`config.mk`:
```
export PLATFORM = sky130hd
export DESIGN_NAME = logic_gate_pipe_flat
export DESIGN_NICKNAME = d
export VERILOG_FILES = /design/src/rtl/logic_gate_pkg.sv /design/src/rtl/logic_gate_pipe_if.sv /design/src/rtl/logic_gate_core.sv /design/src/rtl/logic_gate_pipe.sv /design/src/flat_wrapper.sv
export SDC_FILE = /design/constraint.sdc
export NUM_CORES = 1
export LEC_CHECK = 0
export CORE_MARGIN = 1
export CORE_UTILIZATION = 57
export DETAILED_ROUTE_END_ITERATION = 8
export PLACE_DENSITY = 0.83
export SYNTH_ARGS = -nofsm -noshare
export SYNTH_HDL_FRONTEND = slang
export SYNTH_SLANG_ARGS = --single-unit
```
`constraint.sdc`:
```
create_clock -name clk -period 3.3 [get_ports clk]
set_clock_uncertainty 0.2 [all_clocks]
set_input_delay 0.66 -clock clk [delete_from_list [all_inputs] [get_ports clk]]
set_output_delay 0.66 -clock clk [all_outputs]
set_load 0.02 [all_outputs]
```
`src/rtl/logic_gate_pkg.sv`:
```
// Shared definitions for the logic gate pipe: op encodings, FSM states and
// the mapping from a packet's op to the function that folds its beats.
package logic_gate_pkg;

    localparam logic [2:0] OP_AND   = 3'd0;
    localparam logic [2:0] OP_OR    = 3'd1;
    localparam logic [2:0] OP_XOR   = 3'd2;
    localparam logic [2:0] OP_NAND  = 3'd3;
    localparam logic [2:0] OP_NOR   = 3'd4;
    localparam logic [2:0] OP_XNOR  = 3'd5;
    localparam logic [2:0] OP_NOTA  = 3'd6;
    localparam logic [2:0] OP_PASSA = 3'd7;

    typedef enum logic {
        IDLE  = 1'b0,
        ACCUM = 1'b1
    } state_e;

    typedef enum logic [1:0] {
        COMB_AND  = 2'd0,
        COMB_OR   = 2'd1,
        COMB_XOR  = 2'd2,
        COMB_LAST = 2'd3
    } comb_e;

    // Inverting ops fold with their non-inverted base; unary ops keep the last beat.
    function automatic comb_e g_select(input logic [2:0] op);
        case (op)
            OP_AND, OP_NAND: return COMB_AND;
            OP_OR,  OP_NOR:  return COMB_OR;
            OP_XOR, OP_XNOR: return COMB_XOR;
            default:         return COMB_LAST;
        endcase
    endfunction

endpackage

```
`src/rtl/logic_gate_pipe_if.sv`:
```
// Beat-in / result-out bus of the logic gate pipe.
// Handshake: a transfer happens on a rising edge where valid and ready are both 1;
// a producer holding valid=1 keeps its payload stable until that edge.
interface logic_gate_pipe_if #(
    parameter int WIDTH = 8,
    parameter int CNT_W = 8
);
    import logic_gate_pkg::*;

    logic [WIDTH-1:0] a;
    logic [WIDTH-1:0] b;
    logic [2:0]       op;
    logic             acc_en;
    logic             in_last;
    logic             in_valid;
    logic             in_ready;
    logic [WIDTH-1:0] y;
    logic [CNT_W-1:0] out_beats;
    logic             out_valid;
    logic             out_ready;

    modport master (
        output a, b, op, acc_en, in_last, in_valid, out_ready,
        input  in_ready, y, out_beats, out_valid
    );

    modport slave (
        input  a, b, op, acc_en, in_last, in_valid, out_ready,
        output in_ready, y, out_beats, out_valid
    );

endinterface

```
`src/rtl/logic_gate_core.sv`:
```
// Combinational bitwise gate: r = f(a, b, op).
module logic_gate_core
    import logic_gate_pkg::*;
#(
    parameter int WIDTH = 8
) (
    input  logic [WIDTH-1:0] a,
    input  logic [WIDTH-1:0] b,
    input  logic [2:0]       op,
    output logic [WIDTH-1:0] r
);

    always_comb begin
        r = '0;
        case (op)
            OP_AND:   r = a & b;
            OP_OR:    r = a | b;
            OP_XOR:   r = a ^ b;
            OP_NAND:  r = ~(a & b);
            OP_NOR:   r = ~(a | b);
            OP_XNOR:  r = ~(a ^ b);
            OP_NOTA:  r = ~a;
            OP_PASSA: r = a;
            default:  r = '0;
        endcase
    end

endmodule

```
`src/rtl/logic_gate_pipe.sv`:
```
// Registered bitwise gate with optional per-packet accumulation of beats into
// one result, a saturating beat count and a single-entry output register.
module logic_gate_pipe
    import logic_gate_pkg::*;
#(
    parameter int WIDTH = 8,
    parameter int CNT_W = 8
) (
    input  logic                clk,
    input  logic                rst,
    logic_gate_pipe_if.slave    bus,
    output state_e              fsm_state
);

    state_e           state_q, state_d;
    logic [WIDTH-1:0] acc_q, acc_d;
    logic [CNT_W-1:0] count_q, count_d;
    logic [2:0]       op_q, op_d;
    logic [WIDTH-1:0] y_q, y_d;
    logic [CNT_W-1:0] beats_q, beats_d;
    logic             valid_q, valid_d;

    logic             in_ready;
    logic             accept;
    logic [2:0]       core_op;
    logic [WIDTH-1:0] r;
    logic [WIDTH-1:0] folded;
    logic [CNT_W-1:0] count_inc;

    assign in_ready = !valid_q || bus.out_ready;
    assign accept   = bus.in_valid && in_ready;

    // Mid-packet beats are evaluated with the op captured at the first beat.
    assign core_op = (state_q == ACCUM) ? op_q : bus.op;

    logic_gate_core #(.WIDTH(WIDTH)) u_core (
        .a  (bus.a),
        .b  (bus.b),
        .op (core_op),
        .r  (r)
    );

    always_comb begin
        folded = r;
        case (g_select(op_q))
            COMB_AND: folded = acc_q & r;
            COMB_OR:  folded = acc_q | r;
            COMB_XOR: folded = acc_q ^ r;
            default:  folded = r;
        endcase
    end

    assign count_inc = (count_q == {CNT_W{1'b1}}) ? count_q : count_q + CNT_W'(1);

    always_ff @(posedge clk) begin
        if (rst) begin
            state_q <= IDLE;
            acc_q   <= '0;
            count_q <= '0;
            op_q    <= '0;
            y_q     <= '0;
            beats_q <= '0;
            valid_q <= 1'b0;
        end else begin
            state_q <= state_d;
            acc_q   <= acc_d;
            count_q <= count_d;
            op_q    <= op_d;
            y_q     <= y_d;
            beats_q <= beats_d;
            valid_q <= valid_d;
        end
    end

    always_comb begin
        state_d = state_q;
        if (accept) begin
            case (state_q)
                IDLE:    if (bus.acc_en && !bus.in_last) state_d = ACCUM;
                ACCUM:   if (bus.in_last) state_d = IDLE;
                default: state_d = IDLE;
            endcase
        end
    end

    always_comb begin
        logic load_out;
        load_out = 1'b0;
        acc_d    = acc_q;
        count_d  = count_q;
        op_d     = op_q;
        y_d      = y_q;
        beats_d  = beats_q;
        if (accept) begin
            case (state_q)
                IDLE: begin
                    if (!bus.acc_en || bus.in_last) begin
                        load_out = 1'b1;
                        y_d      = r;
                        beats_d  = CNT_W'(1);
                    end else begin
                        acc_d   = r;
                        count_d = CNT_W'(1);
                        op_d    = bus.op;
                    end
                end
                ACCUM: begin
                    if (bus.in_last) begin
                        load_out = 1'b1;
                        y_d      = folded;
                        beats_d  = count_inc;
                    end else begin
                        acc_d   = folded;
                        count_d = count_inc;
                    end
                end
                default: ;
            endcase
        end
        // A fresh result wins; otherwise the pending one drains on acceptance.
        valid_d = load_out || (valid_q && !bus.out_ready);
    end

    assign bus.in_ready  = in_ready;
    assign bus.y         = y_q;
    assign bus.out_beats = beats_q;
    assign bus.out_valid = valid_q;
    assign fsm_state     = state_q;

endmodule

```
`src/flat_wrapper.sv`:
```
// flat-port wrapper written by rule: the top's interface ports become plain ports
module logic_gate_pipe_flat import logic_gate_pkg::*;
#(
    parameter int WIDTH = 8,
    parameter int CNT_W = 8
)
  (clk, rst, fsm_state, bus_a, bus_b, bus_op, bus_acc_en, bus_in_last, bus_in_valid, bus_out_ready, bus_in_ready, bus_y, bus_out_beats, bus_out_valid);
  logic_gate_pipe_if #(.WIDTH(WIDTH), .CNT_W(CNT_W)) bus_i ();
  input  logic clk;
  input  logic rst;
  output state_e fsm_state;
  input wire logic [$bits(bus_i.a)-1:0] bus_a;
  input wire logic [$bits(bus_i.b)-1:0] bus_b;
  input wire logic [$bits(bus_i.op)-1:0] bus_op;
  input wire logic [$bits(bus_i.acc_en)-1:0] bus_acc_en;
  input wire logic [$bits(bus_i.in_last)-1:0] bus_in_last;
  input wire logic [$bits(bus_i.in_valid)-1:0] bus_in_valid;
  input wire logic [$bits(bus_i.out_ready)-1:0] bus_out_ready;
  output wire logic [$bits(bus_i.in_ready)-1:0] bus_in_ready;
  output wire logic [$bits(bus_i.y)-1:0] bus_y;
  output wire logic [$bits(bus_i.out_beats)-1:0] bus_out_beats;
  output wire logic [$bits(bus_i.out_valid)-1:0] bus_out_valid;
  assign bus_i.a = bus_a;
  assign bus_i.b = bus_b;
  assign bus_i.op = bus_op;
  assign bus_i.acc_en = bus_acc_en;
  assign bus_i.in_last = bus_in_last;
  assign bus_i.in_valid = bus_in_valid;
  assign bus_i.out_ready = bus_out_ready;
  assign bus_in_ready = bus_i.in_ready;
  assign bus_y = bus_i.y;
  assign bus_out_beats = bus_i.out_beats;
  assign bus_out_valid = bus_i.out_valid;
  logic_gate_pipe #(.WIDTH(WIDTH), .CNT_W(CNT_W)) u_core (.clk(clk), .rst(rst), .bus(bus_i), .fsm_state(fsm_state));
endmodule
```
==> flow_metrics.py <==
metrics = {
    "power_and_ir_drop": {
        "power.density_nw_per_um2": 309,
        "p_total_w": 0.00138,
        "p_leak_nw": 1.95,
        "ir_drop_v": 0.000262,
    },
    "place": {
        "dp.cells": 602,
        "place_area_um2": 4250,
        "dp.final_hpwl_um": 6940,
        "io_buffers": 43,
        "gp_congestion": 0.880,
    },
    "grt": {
        "overflow": 0,
        "grt_max_degree": 25,
        "grt.total_usage": 0.313,
        "grt_pass1_wl_um": 15900,
        "antenna_found_initial": 0,
        "grt_pass1_vias": 3627,
    },
    "finish": {
        "drive_above_1_share": 0.194,
        "fin_cells": 614,
        "final_cell_mix": "59 x buf_4, 44 x nand2_1, 42 x inv_1",
        "antenna_cells": 0,
        "syn2layout_area_growth_pct": 30.4,
        "layout_commonest_cell": "buf_4",
        "fin_util": 0.792,
        "fin_area_um2": 4470,
        "final_nets": 599,
    },
    "synthesis": {
        "ys_types": 59,
        "synthAdderAreaFrac": 0.121,
        "async_reset_ff_frac": 0,
        "synth.yosys.warnings": 0,
        "synth-compound-area-share": 0.295,
        "netlist.area_leader.share": 0.216,
        "syn_area_per_cell_um2": 7.48,
        "synth_edf_count": 0,
        "yosys_most_used_dff": "dfxtp_1",
        "synth_seq_cells": 37,
        "synthesis.area_um2": 3420,
        "yosys.area.top_type": "dfxtp_1",
        "ys_top_cells_by_area": "dfxtp_1 22%, ha_1 12%, nand2_1 4.8%, inv_1 4.7%, a21oi_1 4.4%",
        "seq_area_frac_synth": 0.216,
        "synthMuxAreaShare": 0.0574,
        "synthesis.nets": 516,
        "synth_xor_area_frac": 0.0179,
        "syn_inst": 458,
        "synthSimpleGateAreaFrac": 0.204,
        "synth_top_family_by_area": "compound AO/OA/AOI/OAI gates",
    },
    "sta": {
        "setup-tns-final_ns": 0,
        "hold_viol_final": 0,
        "relSlewSlack": 0.585,
        "fin_crit_ns": 3.19,
        "clock.fmax_ghz": 0.314,
        "slew_violations": 0,
        "finalCritPeriodShare": 0.966,
        "worst_pin_slew_ns": 0.622,
        "finalSetupViolCount": 0,
    },
    "die": {
        "die_area_um2": 6320,
        "start_util": 0.607,
        "fp.dieW_um": 79.5,
        "core_area_um2": 5640,
        "die_y_um": 79.5,
        "design.portCount": 44,
        "row_count": 27,
    },
    "cts": {
        "cts_root_buffer": "clkbuf_8",
        "cts_hold_buf": 0,
        "cts.clk_slew.worst_paths_ns": 0.08,
        "cts.htree.levels": 2,
        "clock-sinks": 37,
        "tritoncts": "yes",
        "cts_inserted_buffers": 5,
        "clock_latency_ns": 0.29,
        "cts_buffer_depth": 2,
    },
    "critical_path": {
        "cp.arrival_ns": 3.16,
        "cp-end-kind": "register",
        "criticalPathCategory": "in -> reg",
        "path_max_fanout": 3,
        "cp_data_required_time_ns": 3.27,
        "critPathLaunchType": "input port",
    },
    "run": {
        "maxCapViolations": 0,
    },
    "route": {
        "ant_nets": 0,
        "wl_per_cell_um": 15.8,
        "wl_um": 9730,
        "drtIter0Drc": 409,
        "vias": 3784,
        "viasPerCell": 6.16,
        "drcViolationCount": 0,
        "first_pass_iters": 7,
    },
    "hold_path": {
        "min_path_type": "reg -> reg",
    },
    "outcome": {
        "status": "complete, no violations",
    },
}
## registers in the layout, summed over array words and instances, names as in the netlist
signal and flops:
u_core.acc_q 8, u_core.bus.out_beats 8, u_core.bus.out_valid 1, u_core.bus.y 8
u_core.count_q 8, u_core.fsm_state 1, u_core.op_q 3
## through the flow
stage / hold slack [ns] / setup slack, ns
2_1_floorplan: 0.266 / 0.203
3_3_place_gp: 0.235 / -0.330
3_5_place_dp: 0.244 / -0.442
4_1_cts: 0.262 / -0.00979
5_1_grt: 0.282 / -0.0728
6_report: 0.260 / 0.111
## routing by layer
layer | vias to the layer above | global-route usage | share of wire
met5 | - | 0 | 0
met4 | 0 | 0.116 | 0.017
met3 | 24 | 0.0549 | 0.084
met2 | 193 | 0.542 | 0.48
met1 | 1747 | 0.385 | 0.42
li1 | 1820 | - | -
## power by group
group          leakage [nW]  internal, W  switching [W]  total, W
combinational          1.60     0.000272       0.000301  0.000573
clock                0.0439     0.000146       0.000176  0.000321
sequential            0.301     0.000468      0.0000180  0.000486
## timing repair
action	4_1_cts	5_1_grt
setup buffers	3	0
pin swaps	5	8
gates cloned	0	1
setup endpoints to repair	15	16
hold endpoints to repair	0	0
gates resized for setup	11	21
## path summary, 6_finish.rpt
check	depth (start not counted)	endpoint	slack, ns	startpoint
worst min register to register	2	u_core.bus.out_beats[3]$_SDFFE_PP0P_	0.26	u_core.bus.out_beats[3]$_SDFFE_PP0P_
worst max register to register	13	u_core.acc_q[1]$_SDFFE_PP0P_	0.25	u_core.fsm_state$_SDFFE_PP0P_
worst min-delay path	2	u_core.bus.out_beats[3]$_SDFFE_PP0P_	0.26	u_core.bus.out_beats[3]$_SDFFE_PP0P_
worst max-delay path	13	u_core.acc_q[3]$_SDFFE_PP0P_	0.11	bus_b[3]
## cell usage after synthesis (8+ instances only)
library cell / instances
inv_1: 43
a31oi_1: 9
a21oi_1: 30
ha_1: 33
o211ai_1: 14
o21ai_0: 25
nand3_1: 17
mux2i_1: 12
buf_2: 15
o22ai_1: 10
nand2_1: 44
clkbuf_1: 8
nor2_1: 36
dfxtp_1: 37
## worst max-delay path, cell delays in order
cell             delay (ns)
clkdlybuf4s50_1        0.48
inv_1                  0.05
ha_1                   0.31
o21ai_0                0.10
o221ai_1               0.17
a22o_1                 0.22
ha_1                   0.19
nor2_1                 0.05
o21ai_0                0.16
nand3_1                0.10
a221o_1                0.31
a31oi_1                0.23
o22ai_1                0.11
## final cells by class
class                           count  area (µm²)
Clock inverter                      3        17.5
Sequential cell                    37         742
Tap cell                           72        90.1
Multi-Input combinational cell    350        2470
Timing Repair Buffer              104         916
Clock buffer                        5        68.8
Inverter                           43         161
Fill cell                         401        1170
## cells by family after synthesis
logic type,after synthesis
multiplexers,17
AO/OA/AOI/OAI,147
XOR/XNOR,7
AND/OR/NAND/NOR,145
buffers and inverters,72
flip-flops,37
adder cells (fa/ha/maj),33
(Power assumes the default switching activity.)
